File: src/rtl/oscan1_host_driver.sv
// Host-side cJTAG OScan1 driver: escape/activation sequencing and 3-phase scan packets.
// One command in flight at a time; TCKC half-period is CLK_DIV system clocks.
module oscan1_host_driver #(
  parameter int unsigned CLK_DIV = 4
) (
  input  logic       clk,
  input  logic       rst_n,
  input  logic       cmd_valid,
  output logic       cmd_ready,
  input  logic [1:0] cmd_op,
  input  logic       cmd_tms,
  input  logic       cmd_tdi,
  output logic       rsp_valid,
  output logic       rsp_tdo,
  output logic       rsp_err,
  output logic       tckc,
  output logic       tmsc_out,
  output logic       tmsc_oen,
  input  logic       tmsc_in,
  output logic       online,
  output logic       busy
);

  // state     | meaning
  // IDLE      | ready for a command, TMSC released
  // ESC       | TCKC held high while TMSC toggles N times
  // OAC       | 12 activation bit-cycles (CP, EC, OAC)
  // SCAN_NTDI | bit-cycle 1: drive inverted TDI (or flag offline)
  // SCAN_TMS  | bit-cycle 2: drive TMS
  // SCAN_TDO  | bit-cycle 3: TMSC released, sample TDO
  // RESP      | one-cycle completion pulse, online update

  if (CLK_DIV < 2 || CLK_DIV > 255) begin : g_bad_div
    $error("CLK_DIV out of range 2..255");
  end

  typedef enum logic [2:0] {
    S_IDLE, S_ESC, S_OAC, S_SCAN_NTDI, S_SCAN_TMS, S_SCAN_TDO, S_RESP
  } state_t;

  localparam logic [1:0]  OP_SCAN  = 2'b00;
  localparam logic [1:0]  OP_ACT   = 2'b01;
  localparam logic [1:0]  OP_RESET = 2'b10;
  localparam logic [7:0]  HP_MAX   = 8'(CLK_DIV - 1);
  // Bit-cycle values LSB first: 0,0,1,1,0,0,0,1,0,0,0,0
  localparam logic [15:0] OAC_SEQ  = 16'h008C;

  state_t     state_q, state_d;
  logic [7:0] hp_q, hp_d;
  logic [4:0] half_q, half_d;
  logic [1:0] op_q, op_d;
  logic       tms_q, tms_d;
  logic       tdi_q, tdi_d;
  logic       tdo_q, tdo_d;
  logic       err_q, err_d;
  logic       online_q, online_d;

  logic       hp_end;
  logic       timed;
  logic       phase_done;
  logic [4:0] last_half;
  logic [4:0] esc_last;

  always_ff @(posedge clk or negedge rst_n) begin
    if (!rst_n) begin
      state_q  <= S_IDLE;
      hp_q     <= '0;
      half_q   <= '0;
      op_q     <= OP_SCAN;
      tms_q    <= 1'b0;
      tdi_q    <= 1'b0;
      tdo_q    <= 1'b0;
      err_q    <= 1'b0;
      online_q <= 1'b0;
    end else begin
      state_q  <= state_d;
      hp_q     <= hp_d;
      half_q   <= half_d;
      op_q     <= op_d;
      tms_q    <= tms_d;
      tdi_q    <= tdi_d;
      tdo_q    <= tdo_d;
      err_q    <= err_d;
      online_q <= online_d;
    end
  end

  // Last half-period index of the escape: N toggles plus a hold on each side.
  always_comb begin
    esc_last = 5'd7;
    case (op_q)
      OP_RESET: esc_last = 5'd9;
      2'b11:    esc_last = 5'd5;
      default:  esc_last = 5'd7;
    endcase
  end

  always_comb begin
    timed     = 1'b1;
    last_half = 5'd1;
    case (state_q)
      S_ESC:       last_half = esc_last;
      S_OAC:       last_half = 5'd23;
      S_SCAN_NTDI,
      S_SCAN_TMS,
      S_SCAN_TDO:  last_half = 5'd1;
      default:     timed = 1'b0;
    endcase
  end

  assign hp_end     = (hp_q == HP_MAX);
  assign phase_done = timed && hp_end && (half_q == last_half);

  always_comb begin
    state_d   = state_q;
    hp_d      = '0;
    half_d    = '0;
    op_d      = op_q;
    tms_d     = tms_q;
    tdi_d     = tdi_q;
    tdo_d     = tdo_q;
    err_d     = err_q;
    online_d  = online_q;
    cmd_ready = 1'b0;
    rsp_valid = 1'b0;
    rsp_tdo   = 1'b0;
    rsp_err   = 1'b0;
    tckc      = 1'b0;
    tmsc_out  = 1'b1;
    tmsc_oen  = 1'b0;

    if (timed) begin
      hp_d   = hp_end ? 8'd0 : hp_q + 8'd1;
      half_d = phase_done ? 5'd0 : (hp_end ? half_q + 5'd1 : half_q);
    end

    unique case (state_q)
      S_IDLE: begin
        cmd_ready = 1'b1;
        if (cmd_valid) begin
          op_d    = cmd_op;
          tms_d   = cmd_tms;
          tdi_d   = cmd_tdi;
          tdo_d   = 1'b0;
          err_d   = 1'b0;
          state_d = (cmd_op == OP_SCAN) ? S_SCAN_NTDI : S_ESC;
        end
      end
      S_ESC: begin
        tckc     = 1'b1;
        tmsc_oen = 1'b1;
        tmsc_out = (half_q == esc_last) ? 1'b1 : ~half_q[0];
        if (phase_done) state_d = (op_q == OP_ACT) ? S_OAC : S_RESP;
      end
      S_OAC: begin
        tckc     = half_q[0];
        tmsc_oen = 1'b1;
        tmsc_out = OAC_SEQ[half_q[4:1]];
        if (phase_done) state_d = S_RESP;
      end
      S_SCAN_NTDI: begin
        if (!online_q) begin
          err_d   = 1'b1;
          state_d = S_RESP;
        end else begin
          tckc     = half_q[0];
          tmsc_oen = 1'b1;
          tmsc_out = ~tdi_q;
          if (phase_done) state_d = S_SCAN_TMS;
        end
      end
      S_SCAN_TMS: begin
        tckc     = half_q[0];
        tmsc_oen = 1'b1;
        tmsc_out = tms_q;
        if (phase_done) state_d = S_SCAN_TDO;
      end
      S_SCAN_TDO: begin
        tckc = half_q[0];
        if (half_q[0] && hp_end) tdo_d = tmsc_in;
        if (phase_done) state_d = S_RESP;
      end
      S_RESP: begin
        rsp_valid = 1'b1;
        rsp_tdo   = tdo_q;
        rsp_err   = err_q;
        if (op_q == OP_ACT) online_d = 1'b1;
        else if (op_q != OP_SCAN) online_d = 1'b0;
        state_d = S_IDLE;
      end
      default: state_d = S_IDLE;
    endcase
  end

  assign online = online_q;
  assign busy   = ~cmd_ready;

endmodule

File: config.mk
export PLATFORM = sky130hd
export DESIGN_NAME = oscan1_host_driver
export DESIGN_NICKNAME = d
export VERILOG_FILES = /design/src/rtl/oscan1_host_driver.sv
export SDC_FILE = /design/constraint.sdc
export NUM_CORES = 1
export LEC_CHECK = 0
export BUFFER_PORTS_ARGS = -buffer_cell sky130_fd_sc_hd__buf_2
export CAP_MARGIN = 20
export CORE_MARGIN = 2
export CORE_UTILIZATION = 55
export CTS_CLUSTER_SIZE = 8
export DETAILED_ROUTE_END_ITERATION = 10
export GPL_ROUTABILITY_DRIVEN = 0
export GPL_TIMING_DRIVEN = 0
export PLACE_DENSITY = 0.74
export SLEW_MARGIN = 30
export SYNTH_ARGS = -nofsm -noshare
export SYNTH_HDL_FRONTEND = slang
export SYNTH_SLANG_ARGS = --single-unit
export TNS_END_PERCENT = 10
File: constraint.sdc
create_clock -name clk -period 3.3 [get_ports clk]
set_input_delay 0.66 -clock clk [delete_from_list [all_inputs] [get_ports clk]]
set_output_delay 0.66 -clock clk [all_outputs]
set_load 0.05 [all_outputs]
==> results.cfg <==
[status]
status = completed

[sta]
finClkSkew_ns = 0.00305
relSlewSlack_pct = 61.0
tns_ns = 0
setup_viol = 0
tightestPinTransition_ns = 0.580
finalHoldViolCount = 0
rsz0062_at_grt = false
period_share_pct = 82.6
finalWorstPathRequiredPeriod_ns = 2.73
max_freq_mhz = 367
report.final.slew_viol_count = 0

[routing]
dr.pass1.iters = 4
drc = 0
wl_mm = 3.29
first_iter_violations = 46
vias = 1312
antenna_left = 0
vias_per_cell = 6.07
wl_per_cell_um = 15.2

[critical_path]
critPathSlowestCell = dfrtp_1
worstPathRequired_ns = 2.64
cp-end-kind = primary output
worst-path-max-fanout = 9
path_delay_family = buffers and inverters
crit_path_cell_trace = clkbuf_1, nand2b_1, nor3_1, a31oi_1, o21a_1, o22ai_1, buf_2
cpPeakStageDelay_ns = 0.35
cp-start-kind = flop
critPathKind = reg -> out
path_buf_inv = 2
crit_arrival_ns = 2.07

[clock_network]
cts_max_level = 1
cts_buffers = 3
clock_latency_ns = 0.33
cts.clk_slew.worst_paths_ns = 0.14
clock_path_buffers = 2
cts_tree = yes
root_buffer = clkbuf_4
cts_hold_buf = 0
clock_sinks = 23
cts_setup_buffers = 0
post_cts_resized = 0

[finish]
multi_input_area_um2 = 838
fill_cells = 226
antenna_cells = 0
regArea_um2 = 576
fin_cells = 216
final_nets = 197
drive_gt1_share_pct = 15.6
layout-area-overhead-vs-synth_pct = 10.2

[yosys]
syn-instance-count = 166
syn_nets = 176
yosysUniqueCellTypes = 45
yosysSeqAreaShare_pct = 39.8
yosys_warnings = 0
synth-edff-count = 0
synthesis.area_um2 = 1450
ys.flop_type = dfrtp_1
synthArstFlopShare_pct = 100
syn_area_per_cell_um2 = 8.72
ys_ff_latch = 23

[worst_hold_path]
hold_path.class = in -> async

[floorplanning]
ioPinCount = 17
dieArea_um2 = 3060
num_rows = 18
initial_core_util_pct = 58.4
die_y_um = 55.3
core_um2 = 2480
dieWidth_um = 55.3

[global_route]
grt_max_degree = 24
antenna_found_initial = 0
grt_remaining_overflow = 0
track_usage_pct = 22.9
use_met3_pct = 2.34
grt_busiest_layer = met2
first_global_vias = 1273
grtUsageMet2_pct = 38.9
grt_pass1_wl_mm = 5.69
use_met1_pct = 29.9

[placed_design]
numPortBuffers = 16
dp_cells = 212
hpwl_mm = 2.37

[power_and_ir_drop]
p_leak_nw = 0.720
peakVddDrop_mv = 0.730
pwr_density_cell_nw_per_um2 = 929

[job]
cap_violations = 0
## report_power, final
group          total, mW  internal [mW]  switching, mW  leakage [nW]
combinational      0.876          0.283          0.593         0.405
sequential         0.462          0.365         0.0972         0.301
clock              0.143         0.0465         0.0968        0.0139
total               1.48          0.694          0.787         0.720
## kinds of logic (layout without fill, tap and decap cells)
| kind of cell | Yosys count | after routing | share of synthesized area, % |
|---|---|---|---|
| and+or+nand+nor | 79 | 79 | 28.0 |
| AOI/OAI and AO/OA | 40 | 40 | 19.4 |
| DFF | 23 | 23 | 39.8 |
| buffers and inverters | 9 | 29 | 2.33 |
| xor gates and xnor gates | 7 | 7 | 4.24 |
| muxes | 6 | 6 | 4.58 |
| adders and majority gates | 2 | 2 | 1.73 |
## worst register-to-register path, delay by kind of cell (launching register included)
family          cells  cell delay [ns]
flops               1             0.38
compound gates      3             0.97
buf+inv             1             0.34
simple gates        2             0.52
## layer usage
metal  wire (um)  part of all wire, %
met1        1470                   45
met4          81                  2.5
met3         155                  4.7
met2        1590                   48
met5           0                    0
## cell usage after synthesis (2+ instances only)
| master | instances | area share [%] |
|---|---|---|
| xor2_1 | 6 | 3.6 |
| a211o_1 | 2 | 1.2 |
| nor2_1 | 20 | 5.2 |
| a32oi_1 | 2 | 1.2 |
| nand2b_1 | 4 | 1.7 |
| mux2_2 | 5 | 3.9 |
| and3_1 | 3 | 1.3 |
| a31oi_1 | 2 | 0.86 |
| o21ai_0 | 4 | 1.4 |
| a41oi_1 | 2 | 1.2 |
| o21a_1 | 2 | 1.0 |
| a21oi_1 | 11 | 3.8 |
| and2_1 | 3 | 1.3 |
| ha_1 | 2 | 1.7 |
| nand3_1 | 10 | 3.5 |
| dfrtp_1 | 23 | 40 |
| nor2b_1 | 4 | 1.7 |
| a21o_1 | 3 | 1.6 |
| nand2_1 | 19 | 4.9 |
| clkbuf_1 | 6 | 1.6 |
| or3_1 | 2 | 0.86 |
| inv_1 | 3 | 0.78 |
| nor3_1 | 2 | 0.69 |
| nor3b_1 | 3 | 1.6 |
| nand3b_1 | 3 | 1.6 |
## cells in the final DEF, fill, tap and decap left out, drive strengths merged, types with 2 or more instances in the layout
cell type / count
dfrtp: 23
nor2: 20
nand2: 19
buf: 16
a21oi: 11
nand3: 10
clkbuf: 9
xor2: 6
mux2: 5
o21ai: 5
nor2b: 4
nand2b: 4
inv: 3
nand3b: 3
nor3b: 3
a21o: 3
and3: 3
and2: 3
nor3: 2
a31oi: 2
o21a: 2
or3: 2
a211o: 2
a41oi: 2
a32oi: 2
ha: 2
or3b: 2
a211oi: 2
## through the flow
stage	instance area (um2)	total power, mW	util, %	worst slack (ns)	hold slack (ns)
4_1_cts	1600	1.47	64.4	0.604	0.304
2_1_floorplan	1450	1.13	-	0.590	0.364
5_1_grt	1600	1.59	64.4	0.460	0.321
6_report	1600	1.48	64.4	0.574	0.272
3_3_place_gp	1570	1.31	63.2	1.01	0.493
3_5_place_dp	1570	1.33	63.2	0.990	0.506
## sequential cells by signal, indices dropped and copies added (netlist names), 2 cells and up
register  cells
half_q        5
op_q          2
state_q       3
hp_q          8
## worst paths after layout
check | startpoint | endpoint | depth (start not counted) | slack, ns
max reg2reg | half_q[1] | half_q[3] | 6 | 1.00
min in group clk | hp_q[0] | hp_q[0] | 1 | 0.52
max in group asynchronous | rst_n | state_q[1] | 1 | 2.69
min reg2reg | hp_q[0] | hp_q[0] | 1 | 0.52
max | op_q[1] | tmsc_out | 7 | 0.57
min | rst_n | hp_q[5] | 1 | 0.27
## final cells by class
cell class | count | area share, %
sequential | 23 | 36.1
timing repair buffer | 16 | 5.02
clock inverter | 1 | 0.471
clock buffer | 3 | 1.41
tap | 30 | 2.35
multi-input combinational | 134 | 52.5
buffer | 6 | 1.41
inverter | 3 | 0.706
No activity file was read; power rests on OpenSTA's default activity.
